==> src/rtl/data_mem_responder.sv <==
// ============================================================================
// data_mem_responder
//
// Data-side memory responder for a small single-cycle core. It serves loads
// and stores from the core's memory stage with no stalls. It contains:
//   - a word-addressed RAM of MEM_WORDS 32-bit words
//   - a 16-bit LED register
//   - a free-running 32-bit cycle counter
//   - a byte FIFO that drains to an external consumer via a valid/ready pair
//   - a status register with a sticky overflow flag
//
// Address map (word granularity, ALUResult[1:0] ignored):
//   0x000 .. 4*MEM_WORDS-4 : RAM
//   0x800                  : LED       (read {16'b0, LED}; write WriteData[15:0])
//   0x804                  : CYCLE     (read only; writes ignored)
//   0x808                  : FIFO_DATA (write pushes WriteData[7:0]; read peeks head)
//   0x80C                  : STATUS    (read {count, OVF, EMPTY, FULL}; any write clears OVF)
//   Anything else reads as zero and ignores writes.
//
// Ports:
//   CLK        in   1  single clock, rising edge
//   Reset      in   1  synchronous active-high reset
//   MemWrite   in   1  store strobe
//   ALUResult  in  32  byte address
//   WriteData  in  32  store data
//   ReadData   out 32  load data, combinational from ALUResult
//   LED        out 16  LED register
//   OutData    out  8  FIFO head byte (0 when empty)
//   OutValid   out  1  FIFO non-empty
//   OutReady   in   1  consumer accepts the head on an edge where OutValid=1
// ============================================================================
module data_mem_responder #(
    parameter int MEM_WORDS  = 128,
    parameter int FIFO_DEPTH = 4
) (
    input  logic        CLK,
    input  logic        Reset,
    input  logic        MemWrite,
    input  logic [31:0] ALUResult,
    input  logic [31:0] WriteData,
    output logic [31:0] ReadData,
    output logic [15:0] LED,
    output logic [7:0]  OutData,
    output logic        OutValid,
    input  logic        OutReady
);

    localparam int AW = $clog2(MEM_WORDS);
    localparam int PW = $clog2(FIFO_DEPTH);
    localparam int CW = PW + 1;

    localparam logic [29:0] LED_WORD    = 30'h200;
    localparam logic [29:0] CYCLE_WORD  = 30'h201;
    localparam logic [29:0] FIFO_WORD   = 30'h202;
    localparam logic [29:0] STATUS_WORD = 30'h203;

    // ------------------------------------------------------------------------
    // Address decode. The byte offset within a word never affects decoding,
    // so the whole map is matched on the 30-bit word address. With the
    // largest RAM size the RAM range would cover 0x800..0x80C, so the
    // peripheral registers take priority there and shadow those RAM words.
    // ------------------------------------------------------------------------
    logic [29:0]   word_addr;
    logic          unused_byte_offset;
    logic          led_hit;
    logic          cycle_hit;
    logic          fifo_hit;
    logic          status_hit;
    logic          periph_hit;
    logic          ram_hit;
    logic [AW-1:0] ram_idx;

    assign word_addr          = ALUResult[31:2];
    assign unused_byte_offset = ^ALUResult[1:0];
    assign led_hit            = (word_addr == LED_WORD);
    assign cycle_hit          = (word_addr == CYCLE_WORD);
    assign fifo_hit           = (word_addr == FIFO_WORD);
    assign status_hit         = (word_addr == STATUS_WORD);
    assign periph_hit         = led_hit | cycle_hit | fifo_hit | status_hit;
    assign ram_hit            = !periph_hit && (word_addr < 30'(MEM_WORDS));
    assign ram_idx            = ALUResult[AW+1:2];

    // ------------------------------------------------------------------------
    // Storage arrays and register state.
    // ------------------------------------------------------------------------
    logic [31:0]   ram_mem  [MEM_WORDS];
    logic [7:0]    fifo_mem [FIFO_DEPTH];

    logic [15:0]   led_q,    led_d;
    logic [31:0]   cycle_q,  cycle_d;
    logic [PW-1:0] wr_ptr_q, wr_ptr_d;
    logic [PW-1:0] rd_ptr_q, rd_ptr_d;
    logic [CW-1:0] count_q,  count_d;
    logic          ovf_q,    ovf_d;

    // ------------------------------------------------------------------------
    // FIFO handshake terms. A push into a full FIFO is still accepted when
    // the head leaves on the same edge, because the slot being written is
    // exactly the one being vacated.
    // ------------------------------------------------------------------------
    logic fifo_empty;
    logic fifo_full;
    logic pop;
    logic push_req;
    logic push_ok;

    assign fifo_empty = (count_q == '0);
    assign fifo_full  = (count_q == CW'(FIFO_DEPTH));
    assign pop        = !fifo_empty && OutReady;
    assign push_req   = MemWrite && fifo_hit;
    assign push_ok    = push_req && (!fifo_full || pop);

    // ------------------------------------------------------------------------
    // RAM write port. RAM is deliberately not cleared by reset so that its
    // contents survive a core restart, but a store issued in a reset cycle is
    // still discarded. Because the read path is combinational off the array,
    // a load of the word being written sees the old contents this cycle.
    // ------------------------------------------------------------------------
    always_ff @(posedge CLK) begin
        if (!Reset && MemWrite && ram_hit) begin
            ram_mem[ram_idx] <= WriteData;
        end
    end

    // ------------------------------------------------------------------------
    // FIFO storage write. The slots themselves need no reset: the head is
    // only exposed while the count says it is valid.
    // ------------------------------------------------------------------------
    always_ff @(posedge CLK) begin
        if (!Reset && push_ok) begin
            fifo_mem[wr_ptr_q] <= WriteData[7:0];
        end
    end

    // ------------------------------------------------------------------------
    // Next-state logic for the registers. Pointers are PW bits wide so they
    // wrap modulo FIFO_DEPTH on their own; the count needs one extra bit so
    // that a completely full FIFO is distinguishable from an empty one.
    // Overflow is sticky until software writes STATUS; the two cannot
    // collide since only one address is written per cycle.
    // ------------------------------------------------------------------------
    always_comb begin
        led_d    = led_q;
        cycle_d  = cycle_q + 32'd1;
        wr_ptr_d = wr_ptr_q;
        rd_ptr_d = rd_ptr_q;
        count_d  = count_q;
        ovf_d    = ovf_q;

        if (MemWrite && led_hit) begin
            led_d = WriteData[15:0];
        end

        if (push_ok) begin
            wr_ptr_d = wr_ptr_q + PW'(1);
        end

        if (pop) begin
            rd_ptr_d = rd_ptr_q + PW'(1);
        end

        case ({push_ok, pop})
            2'b10:   count_d = count_q + CW'(1);
            2'b01:   count_d = count_q - CW'(1);
            default: count_d = count_q;
        endcase

        if (push_req && !push_ok) begin
            ovf_d = 1'b1;
        end else if (MemWrite && status_hit) begin
            ovf_d = 1'b0;
        end
    end

    // ------------------------------------------------------------------------
    // Register update. Reset wins over any store or pop in the same cycle.
    // ------------------------------------------------------------------------
    always_ff @(posedge CLK) begin
        if (Reset) begin
            led_q    <= '0;
            cycle_q  <= '0;
            wr_ptr_q <= '0;
            rd_ptr_q <= '0;
            count_q  <= '0;
            ovf_q    <= 1'b0;
        end else begin
            led_q    <= led_d;
            cycle_q  <= cycle_d;
            wr_ptr_q <= wr_ptr_d;
            rd_ptr_q <= rd_ptr_d;
            count_q  <= count_d;
            ovf_q    <= ovf_d;
        end
    end

    // ------------------------------------------------------------------------
    // Consumer-side outputs. OutData is forced to zero while empty so stale
    // slot contents never leak out, and a freshly pushed byte only appears
    // after the edge that stores it.
    // ------------------------------------------------------------------------
    logic [31:0] status_word;

    assign OutValid    = !fifo_empty;
    assign OutData     = fifo_empty ? 8'h00 : fifo_mem[rd_ptr_q];
    assign LED         = led_q;
    assign status_word = {24'b0, 5'(count_q), ovf_q, fifo_empty, fifo_full};

    // ------------------------------------------------------------------------
    // Load data mux, purely combinational from the address so loads finish
    // in the same cycle. Unmapped addresses fall through to zero.
    // ------------------------------------------------------------------------
    always_comb begin
        ReadData = 32'h0000_0000;
        if (ram_hit) begin
            ReadData = ram_mem[ram_idx];
        end else if (led_hit) begin
            ReadData = {16'b0, led_q};
        end else if (cycle_hit) begin
            ReadData = cycle_q;
        end else if (fifo_hit) begin
            ReadData = {24'b0, OutData};
        end else if (status_hit) begin
            ReadData = status_word;
        end
    end

endmodule

==> config.mk <==
export PLATFORM = sky130hd
export DESIGN_NAME = data_mem_responder
export DESIGN_NICKNAME = d
export VERILOG_FILES = /design/src/rtl/data_mem_responder.sv
export SDC_FILE = /design/constraint.sdc
export NUM_CORES = 2
export LEC_CHECK = 0
export ABC_CLOCK_PERIOD_IN_PS = 10200
export CAP_MARGIN = 30
export CORE_MARGIN = 2
export CORE_UTILIZATION = 67
export DETAILED_ROUTE_END_ITERATION = 10
export MAX_ROUTING_LAYER = met4
export PLACE_DENSITY_LB_ADDON = 0.2
export SETUP_SLACK_MARGIN = 0.2
export SLEW_MARGIN = 40
export SYNTH_ARGS = -nofsm -noshare
export SYNTH_HDL_FRONTEND = slang
export SYNTH_MEMORY_MAX_BITS = 65536
export SYNTH_SLANG_ARGS = --single-unit
==> constraint.sdc <==
create_clock -name CLK -period 10.2 [get_ports CLK]
set_clock_uncertainty 0.05 [all_clocks]
set_input_delay 2.55 -clock CLK [delete_from_list [all_inputs] [get_ports CLK]]
set_output_delay 2.55 -clock CLK [all_outputs]
set_load 0.005 [all_outputs]
==> flow_summary_export.csv <==
group,metric,value,unit
drt,drc,3,
setup_path,cp_common_cell,"buf_4",
die,die-height,494,um
clocking,clock_latency,1.00,ns
setup_path,crit_chain,"buf_6 > clkinv_2 > buf_4 > mux2i_1 > o22ai_1 > a211oi_2 > buf_4 > a21oi_1 > a222oi_1 > o21ai_1 > buf_4 > clkdlybuf4s50_1",
layout,layout.nets,8080,
status,status,"finished, violations left",
power_and_ir_drop,p_total,0.0359,W
setup_path,path_max_fanout,40,
layout,layout_common_cells,"4128 x edfxtp_1, 943 x mux4_2, 428 x buf_4",
synth,dominantRegCellSynth,"edfxtp_1",
layout,post_route_cells_drive_above_1_share,0.273,
clocking,cts_made_buffers,412,
setup_path,critPathLaunchType,"input port",
power_and_ir_drop,leakage,58.4,nW
clocking,path_clk_slew,0.06,ns
timing,worst_slew_pin_slew,1.03,ns
clocking,htree_levels,5,
layout,fillers,11600,
die,core_area,0.238,sq mm
die,fp.dieW,494,um
synth,synth-warning-count,0,
place,dp_hpwl,296000,um
global_routing,antenna_found_initial,47,
drt,first_iter_violations,18000,
timing,slew_headroom,0.311,
layout,area_growth,14.3,%
clocking,clock_path_buffers,4,
power_and_ir_drop,pwr_density_cell,195,mW/mm^2
clocking,cts_tree,"yes",
synth,synth_cell_types,66,
timing,fin_crit_sh,1.02,
setup_path,end_kind,"output pin",
hold_path,min_path_type,"reg2reg",
setup_path,worstPathArrival,7.81,ns
place,dp_slack,0.472,ns
global_routing,track_usage,0.434,
drt,wl_per_cell,44.1,um
timing,setup_violations,1,
die,dieArea,0.244,sq mm
synth,synth_nets,7437,
setup_path,crit_type,"in2out",
global_routing,grt_pass1_wl,694000,um
synth,synth_seq_cells,4186,
timing,grt_setup_unrepaired,"false",
synth,synth_area,0.161,sq mm
clocking,ctsHoldBuffers,0,
timing,fmax,96.1,MHz
power_and_ir_drop,ir_drop,187,uV
die,ios,125,
layout,register_area,0.125,sq mm
global_routing,gr-total-overflow,0,
clocking,cts_setup_buffers,0,
synth,syn_inst,7363,
place,numPortBuffers,122,
die,fp-row-count,179,
timing,hold_violations,0,
setup_path,worstPathRequired,7.60,ns
layout,multi_input_area,0.0346,sq mm
drt,vias,89400,
place,place_congestion,1.01,
clocking,numClockSinks,4186,
setup_path,cp_top_family,"buffers and inverters",
drt,vias_per_cell,7.73,
synth,ys_seq_area_frac,0.778,
global_routing,grt_max_degree,114,
global_routing,grt_pass1_vias,87800,
die,start_util,0.675,
timing,slew_violations,0,
timing,worst_slack,-0.206,ns
layout,layout_commonest_cell,"edfxtp_1",
layout,fin_cells,11600,
status,violations,"DRC, setup timing",
clocking,ctsRootBufferMaster,"clkbuf_16",
drt,final_antenna_net_count,0,
run,max_cap_viol_count,0,
synth,ys_async_sr_fraction,0,
drt,drt_wl_total,509000,um
setup_path,cp_num_buf_inv,6,
setup_path,critPathMaxStageDelay,0.95,ns
timing,finalCriticalPeriod,10.41,ns
synth,synth-edff-count,4128,
clocking,cts_resized,0,
drt,dr.pass1.iters,10,
synth,postSynthAreaPerCell,21.8,sq um
layout,final_util,0.772,
place,dpl.cell_count,10700,
setup_path,cp_slowest_cell,"clkinv_2",
[state kept, by name, indices dropped and copies added, names as in the netlist, named ones only]
signal	flops
ovf_q	1
wr_ptr_q	2
count_q	3
fifo_mem	32
LED	16
cycle_q	32
ram_mem	4096
rd_ptr_q	2
[metrics by stage]
stage | hold WS (ns) | instance area, sq um | TNS [ns]
6_report | 0.421 | 184000 | -0.206
5_1_grt | 0.427 | 184000 | 0
4_1_cts | 0.415 | 183000 | 0
3_5_place_dp | 0.400 | 170000 | 0
3_3_place_gp | 0.399 | 168000 | 0
2_1_floorplan | 0.379 | 161000 | 0
[path summary, 6_finish.rpt]
path	from	to	slack (ns)	depth (start not counted)
setup / recovery	ALUResult[5]	ReadData[3]	-0.21	12
hold reg to reg	cycle_q[0]$_SDFF_PP0_	cycle_q[0]$_SDFF_PP0_	0.42	1
setup reg to reg	cycle_q[0]$_SDFF_PP0_	cycle_q[26]$_SDFF_PP0_	7.40	7
hold / removal	cycle_q[0]$_SDFF_PP0_	cycle_q[0]$_SDFF_PP0_	0.42	1
[cell type report]
cell class,count,share of cell area
timing repair buffer,641,0.0366
clock buffer,510,0.0593
inverter,14,0.000381
multi-input combinational,2751,0.188
sequential,4186,0.681
tap,3167,0.0216
clock inverter,236,0.0127
antenna,51,0.000694
[logic make-up (layout without fill, tap and decap cells)]
family	after synthesis	count (layout)	synth area share
xor gates and xnor gates	29	29	0.00158
DFF	4186	4186	0.778
AOI/OAI and AO/OA	711	711	0.0300
buffers and inverters	426	1401	0.0142
adders and majority gates	6	6	0.000514
muxes	1353	1353	0.158
other	0	51	0
and+or+nand+nor	652	652	0.0177
[per-layer routing]
| metal | track usage | share of wire |
|---|---|---|
| met3 | 0.152 | 0.16 |
| met5 | - | 0 |
| met4 | 0.266 | 0.076 |
| met1 | 0.540 | 0.31 |
| met2 | 0.619 | 0.45 |
[Yosys cell counts (45+ instances only)]
cell      number  area [sq um]
mux4_2       943         21200
clkbuf_1     158           593
a22oi_1       90           676
o22ai_1      104           651
o221ai_1      54           473
buf_4         55           413
nor2_1       247           927
o21ai_0       88           440
buf_2        115           576
a221oi_1      50           438
a21oi_1      155           776
nand2_1      223           837
dfxtp_1       58          1160
edfxtp_1    4128        124000
mux2i_1      390          3900
buf_6         45           507
[power by group]
part           internal [W]  switching [W]
combinational      0.000585        0.00123
sequential           0.0189     0.00000107
clock               0.00876        0.00644
(Power assumes the default switching activity.)
